[config.mk]
export PLATFORM = sky130hd
export DESIGN_NAME = fifo_param
export DESIGN_NICKNAME = d
export VERILOG_FILES = /design/src/rtl/fifo_param.sv
export SDC_FILE = /design/constraint.sdc
export NUM_CORES = 1
export LEC_CHECK = 0
export CORE_MARGIN = 1.5
export CORE_UTILIZATION = 56
export CTS_CLUSTER_SIZE = 25
export DETAILED_ROUTE_END_ITERATION = 12
export PLACE_DENSITY = 0.82
export SYNTH_ARGS = -nofsm -noshare
export SYNTH_HDL_FRONTEND = slang
export SYNTH_SLANG_ARGS = --single-unit
[constraint.sdc]
create_clock -name clk -period 3.05 [get_ports clk]
set_input_delay 0.4575 -clock clk [delete_from_list [all_inputs] [get_ports clk]]
set_output_delay 0.4575 -clock clk [all_outputs]
set_load 0.02 [all_outputs]
[src/rtl/fifo_param.sv]
// Parametrised single-clock FIFO with selectable registered or
// first-word-fall-through output, occupancy-based status flags, sticky
// overflow/underflow error flags and a synchronous flush.
module fifo_param #(
    parameter int DATA_W    = 8,
    parameter int DEPTH     = 8,
    parameter int AFULL_TH  = DEPTH - 2,
    parameter int AEMPTY_TH = 1,
    parameter int FWFT      = 0
) (
    input  logic                      clk,
    input  logic                      rst_n,
    input  logic [DATA_W-1:0]         buf_in,
    input  logic                      wr_en,
    input  logic                      rd_en,
    input  logic                      flush,
    input  logic                      clr_err,
    output logic [DATA_W-1:0]         buf_out,
    output logic                      buf_empty,
    output logic                      buf_full,
    output logic                      almost_full,
    output logic                      almost_empty,
    output logic [$clog2(DEPTH):0]    fifo_cnt,
    output logic                      overflow,
    output logic                      underflow
);

    localparam int AW = $clog2(DEPTH);
    localparam int CW = AW + 1;

    localparam logic [AW-1:0] PTR_ZERO  = {AW{1'b0}};
    localparam logic [AW-1:0] PTR_ONE   = AW'(1);
    localparam logic [CW-1:0] CNT_ZERO  = {CW{1'b0}};
    localparam logic [CW-1:0] CNT_ONE   = CW'(1);
    localparam logic [CW-1:0] CNT_DEPTH = CW'(DEPTH);
    localparam logic [CW-1:0] CNT_AFULL = CW'(AFULL_TH);
    localparam logic [CW-1:0] CNT_AEMPT = CW'(AEMPTY_TH);

    // Storage and state registers.
    logic [DATA_W-1:0] mem_r [DEPTH];
    logic [AW-1:0]     wr_ptr_r;
    logic [AW-1:0]     rd_ptr_r;
    logic [CW-1:0]     cnt_r;
    logic              empty_r;
    logic              full_r;
    logic              afull_r;
    logic              aempty_r;
    logic              ovf_r;
    logic              udf_r;

    // Per-cycle decisions.
    logic              rd_ok_s;
    logic              wr_ok_s;
    logic              ovf_set_s;
    logic              udf_set_s;
    logic [CW-1:0]     cnt_next_s;

    // Accept/reject decisions; flush masks both requests and any error.
    always_comb begin
        rd_ok_s    = 1'b0;
        wr_ok_s    = 1'b0;
        ovf_set_s  = 1'b0;
        udf_set_s  = 1'b0;
        cnt_next_s = cnt_r;
        if (flush) begin
            cnt_next_s = CNT_ZERO;
        end else begin
            rd_ok_s   = rd_en & ~empty_r;
            wr_ok_s   = wr_en & (~full_r | rd_ok_s);
            ovf_set_s = wr_en & ~wr_ok_s;
            udf_set_s = rd_en & ~rd_ok_s;
            if (wr_ok_s && !rd_ok_s) begin
                cnt_next_s = cnt_r + CNT_ONE;
            end else if (rd_ok_s && !wr_ok_s) begin
                cnt_next_s = cnt_r - CNT_ONE;
            end else begin
                cnt_next_s = cnt_r;
            end
        end
    end

    // Pointers, occupancy and flags; flags are registered from the next count
    // so they change on the same edge as fifo_cnt.
    always_ff @(posedge clk or negedge rst_n) begin
        if (!rst_n) begin
            wr_ptr_r <= PTR_ZERO;
            rd_ptr_r <= PTR_ZERO;
            cnt_r    <= CNT_ZERO;
            empty_r  <= 1'b1;
            full_r   <= 1'b0;
            afull_r  <= 1'b0;
            aempty_r <= 1'b1;
        end else begin
            if (flush) begin
                wr_ptr_r <= PTR_ZERO;
                rd_ptr_r <= PTR_ZERO;
            end else begin
                if (wr_ok_s) begin
                    wr_ptr_r <= wr_ptr_r + PTR_ONE;
                end
                if (rd_ok_s) begin
                    rd_ptr_r <= rd_ptr_r + PTR_ONE;
                end
            end
            cnt_r    <= cnt_next_s;
            empty_r  <= (cnt_next_s == CNT_ZERO);
            full_r   <= (cnt_next_s == CNT_DEPTH);
            afull_r  <= (cnt_next_s >= CNT_AFULL);
            aempty_r <= (cnt_next_s <= CNT_AEMPT);
        end
    end

    // Sticky error flags; a new error in the same cycle beats clr_err.
    always_ff @(posedge clk or negedge rst_n) begin
        if (!rst_n) begin
            ovf_r <= 1'b0;
            udf_r <= 1'b0;
        end else begin
            if (ovf_set_s) begin
                ovf_r <= 1'b1;
            end else if (clr_err) begin
                ovf_r <= 1'b0;
            end
            if (udf_set_s) begin
                udf_r <= 1'b1;
            end else if (clr_err) begin
                udf_r <= 1'b0;
            end
        end
    end

    // Data storage; contents deliberately survive reset.
    always_ff @(posedge clk) begin
        if (wr_ok_s) begin
            mem_r[wr_ptr_r] <= buf_in;
        end
    end

    generate
        if (FWFT == 0) begin : g_reg_out
            logic [DATA_W-1:0] out_r;

            // Registered read port: load the head word on an accepted pop.
            always_ff @(posedge clk or negedge rst_n) begin
                if (!rst_n) begin
                    out_r <= {DATA_W{1'b0}};
                end else if (rd_ok_s) begin
                    out_r <= mem_r[rd_ptr_r];
                end
            end

            assign buf_out = out_r;
        end else begin : g_fwft_out
            logic [DATA_W-1:0] head_s;

            // Head-of-queue is shown directly; zero while empty.
            always_comb begin
                head_s = {DATA_W{1'b0}};
                if (empty_r) begin
                    head_s = {DATA_W{1'b0}};
                end else begin
                    head_s = mem_r[rd_ptr_r];
                end
            end

            assign buf_out = head_s;
        end
    endgenerate

    assign buf_empty    = empty_r;
    assign buf_full     = full_r;
    assign almost_full  = afull_r;
    assign almost_empty = aempty_r;
    assign fifo_cnt     = cnt_r;
    assign overflow     = ovf_r;
    assign underflow    = udf_r;

endmodule

==> results.ini <==
[run_status]
status=complete, no violations

[route]
post_drt_wl_per_cell_um=20.14
viasPerCell=5.809
finalWirelength_um=6746
num_vias=1946
drc=0
drt-initial-drc-count=177
drt_pass1_iterations=6
postRouteAntennaNets=0

[sta]
finalCriticalPeriod_ns=2.326
setup_tns_ns=0
setup_viol=0
period_share=0.7627
slew_violations=0
setup_ws_ns=0.7238
worstMarginPinSlew_ns=0.7701
rsz0062_at_grt=no
clock_skew_ns=0.01086
fmax_ghz=0.4299
hold_violations=0
max_slew_margin=0.4866

[global_routing]
grt.total_usage=0.2204
grt_overflow=0
grt_pass1_vias=1944
grt_antenna_before_repair=0
grt_first_pass_wirelength_um=10190
grt_max_degree=25

[finish]
area_growth_pct=19.26
drive_gt1_frac=0.2038
diodes=0
layout.nets=273

[power]
p_leak_nw=1.474
powerDensity_nw_per_um2=740.4
vdd_drop_max_mv=0.5203

[synth]
syn_inst=208
synth.most_common_cell=edfxtp_1
syn_nets=226
yosysTopAreaCell=edfxtp_1
synth_cell_types=35
netlist_top_cells_area=edfxtp_1, dfrtp_1, mux4_2
async_flop_share=0.2727
synth_commonest_cells=edfxtp_1, dfrtp_1, nor2_1
ys_seq_elements=88
ys_seq_area_frac=0.7133
synth_top_area_frac=0.5429
synth_ff_type=edfxtp_1
synth-edff-count=64
synth_area_um2=3540
ys_warn_count=0
synth_area_per_cell_um2=17.02

[clock_network]
cts_max_level=3
max-clock-path-buffers=2
cts_inserted_buffers=9
cts_tree=done
cts_resized=0
cts_setup_buffers=0
clk_latency_ns=0.35
root_buffer=clkbuf_8
cts.reportedPaths.clkPinSlew_ns=0.09
cts.sinks=88
holdBufCountCts=0

[worst_setup_path]
slowest_delay_ns=0.64
worstSetupEndpointType=register
r2r-start=buf_empty
crit_chain=clkdlybuf4s50_1 -> inv_1 -> a21o_1 -> nor2_1 -> nand2_1 -> nor3_1 -> buf_4
path_class=in2reg
worst-path-buf-inv=3
critPathMaxFanout=9
crit_family=buffers and inverters
rrSetupSlack_ns=1.03
critical_path_required_ns=3.11
critPathLaunchType=primary input
worst_r2r_path_depth=6
arrival_ns=2.39
slowest_stage=clkdlybuf4s50_1
r2r-end=mem_r[1][2]

[floorplanning]
die_area_um2=6807
die_w_um=82.51
core_um2=6026
io_pins=32
rows=28
die_y_um=82.51
start_util=0.5874

[place]
gp_congestion=0.8072
place_ws_ns=0.5126
io_buffers=31
dp_hpwl_um=4473

[min_path]
hp-class=in2async

[flow_run]
maxCapViolations=0

==> through the flow <==
step	util	total power, mW	instance area (um2)	hold WS [ns]	instances
after floorplan	-	1.970	3540	0.1619	208
after global placement	0.6645	2.259	4004	0.5073	319
after CTS	0.7006	3.142	4222	0.4538	335
after detailed placement	0.6645	2.282	4004	0.5237	319
after global routing	0.7006	3.272	4222	0.4782	335
final	0.7006	3.126	4222	0.4527	335
==> final cells by class <==
class | count | area [um2]
clock buffers | 9 | 123.9
clock inverters | 7 | 93.84
fillers | 380 | 1804
inverters | 5 | 18.77
multi-input cells | 107 | 958.4
flip-flops and latches | 88 | 2525
well taps | 75 | 93.84
repair buffers | 44 | 407.9
==> worst register-to-register path, delay by kind of cell (launching register included) <==
kind / cells / cell delay (ns)
simple gates: 4 / 0.85
flops: 1 / 0.40
buf+inv: 1 / 0.23
compound gates: 1 / 0.25
==> how the worst max path moves through the flow <==
stage	from	end	slack [ns]	cells after the start
finish	wr_en	mem_r[1][2]	0.72	7
detailed placement	wr_en	mem_r[1][7]	0.51	7
floorplan	buf_empty	mem_r[0][0]	0.77	5
global route	wr_en	mem_r[1][7]	0.64	7
global placement	wr_en	mem_r[0][6]	0.62	6
CTS	wr_en	mem_r[1][7]	0.80	7
==> layout by cell type, fill, tap and decap left out, drive strengths merged, types with 3 or more instances in the layout <==
cell type	instances
nand2b	4
clkdlybuf4s50	31
mux2i	9
nor3	6
nor2	23
nand2	9
clkbuf	9
buf	13
mux4	16
a21oi	11
nand3	3
dfrtp	22
ha	4
inv	6
xor2	4
edfxtp	64
==> flip-flops by register name, indices dropped and copies added, names as in the netlist <==
register / count
buf_empty: 1
almost_empty: 1
buf_full: 1
almost_full: 1
rd_ptr_r: 3
overflow: 1
fifo_cnt: 4
mem_r: 64
buf_out: 8
wr_ptr_r: 3
underflow: 1
==> cell families after synthesis <==
family | count (synthesis) | synth area share
buf+inv | 13 | 0.01591
xor+xnor | 6 | 0.01485
flops | 88 | 0.7133
simple gates | 52 | 0.08024
mux | 25 | 0.1273
fa+ha+maj | 4 | 0.01414
compound gates | 20 | 0.03429
==> where the power goes <==
| group | internal [mW] | total, mW | leakage (nW) | switching (mW) |
|---|---|---|---|---|
| logic | 0.373 | 0.762 | 0.492 | 0.389 |
| registers | 1.41 | 1.49 | 0.876 | 0.0845 |
| clock network | 0.461 | 0.874 | 0.106 | 0.413 |
==> per-layer routing <==
layer | wire (um) | GRT usage
met5 | 0 | 0
met4 | 134 | 0.08833
met3 | 320 | 0.06154
met2 | 3397 | 0.3512
met1 | 2892 | 0.2890
(Power assumes the default switching activity.)
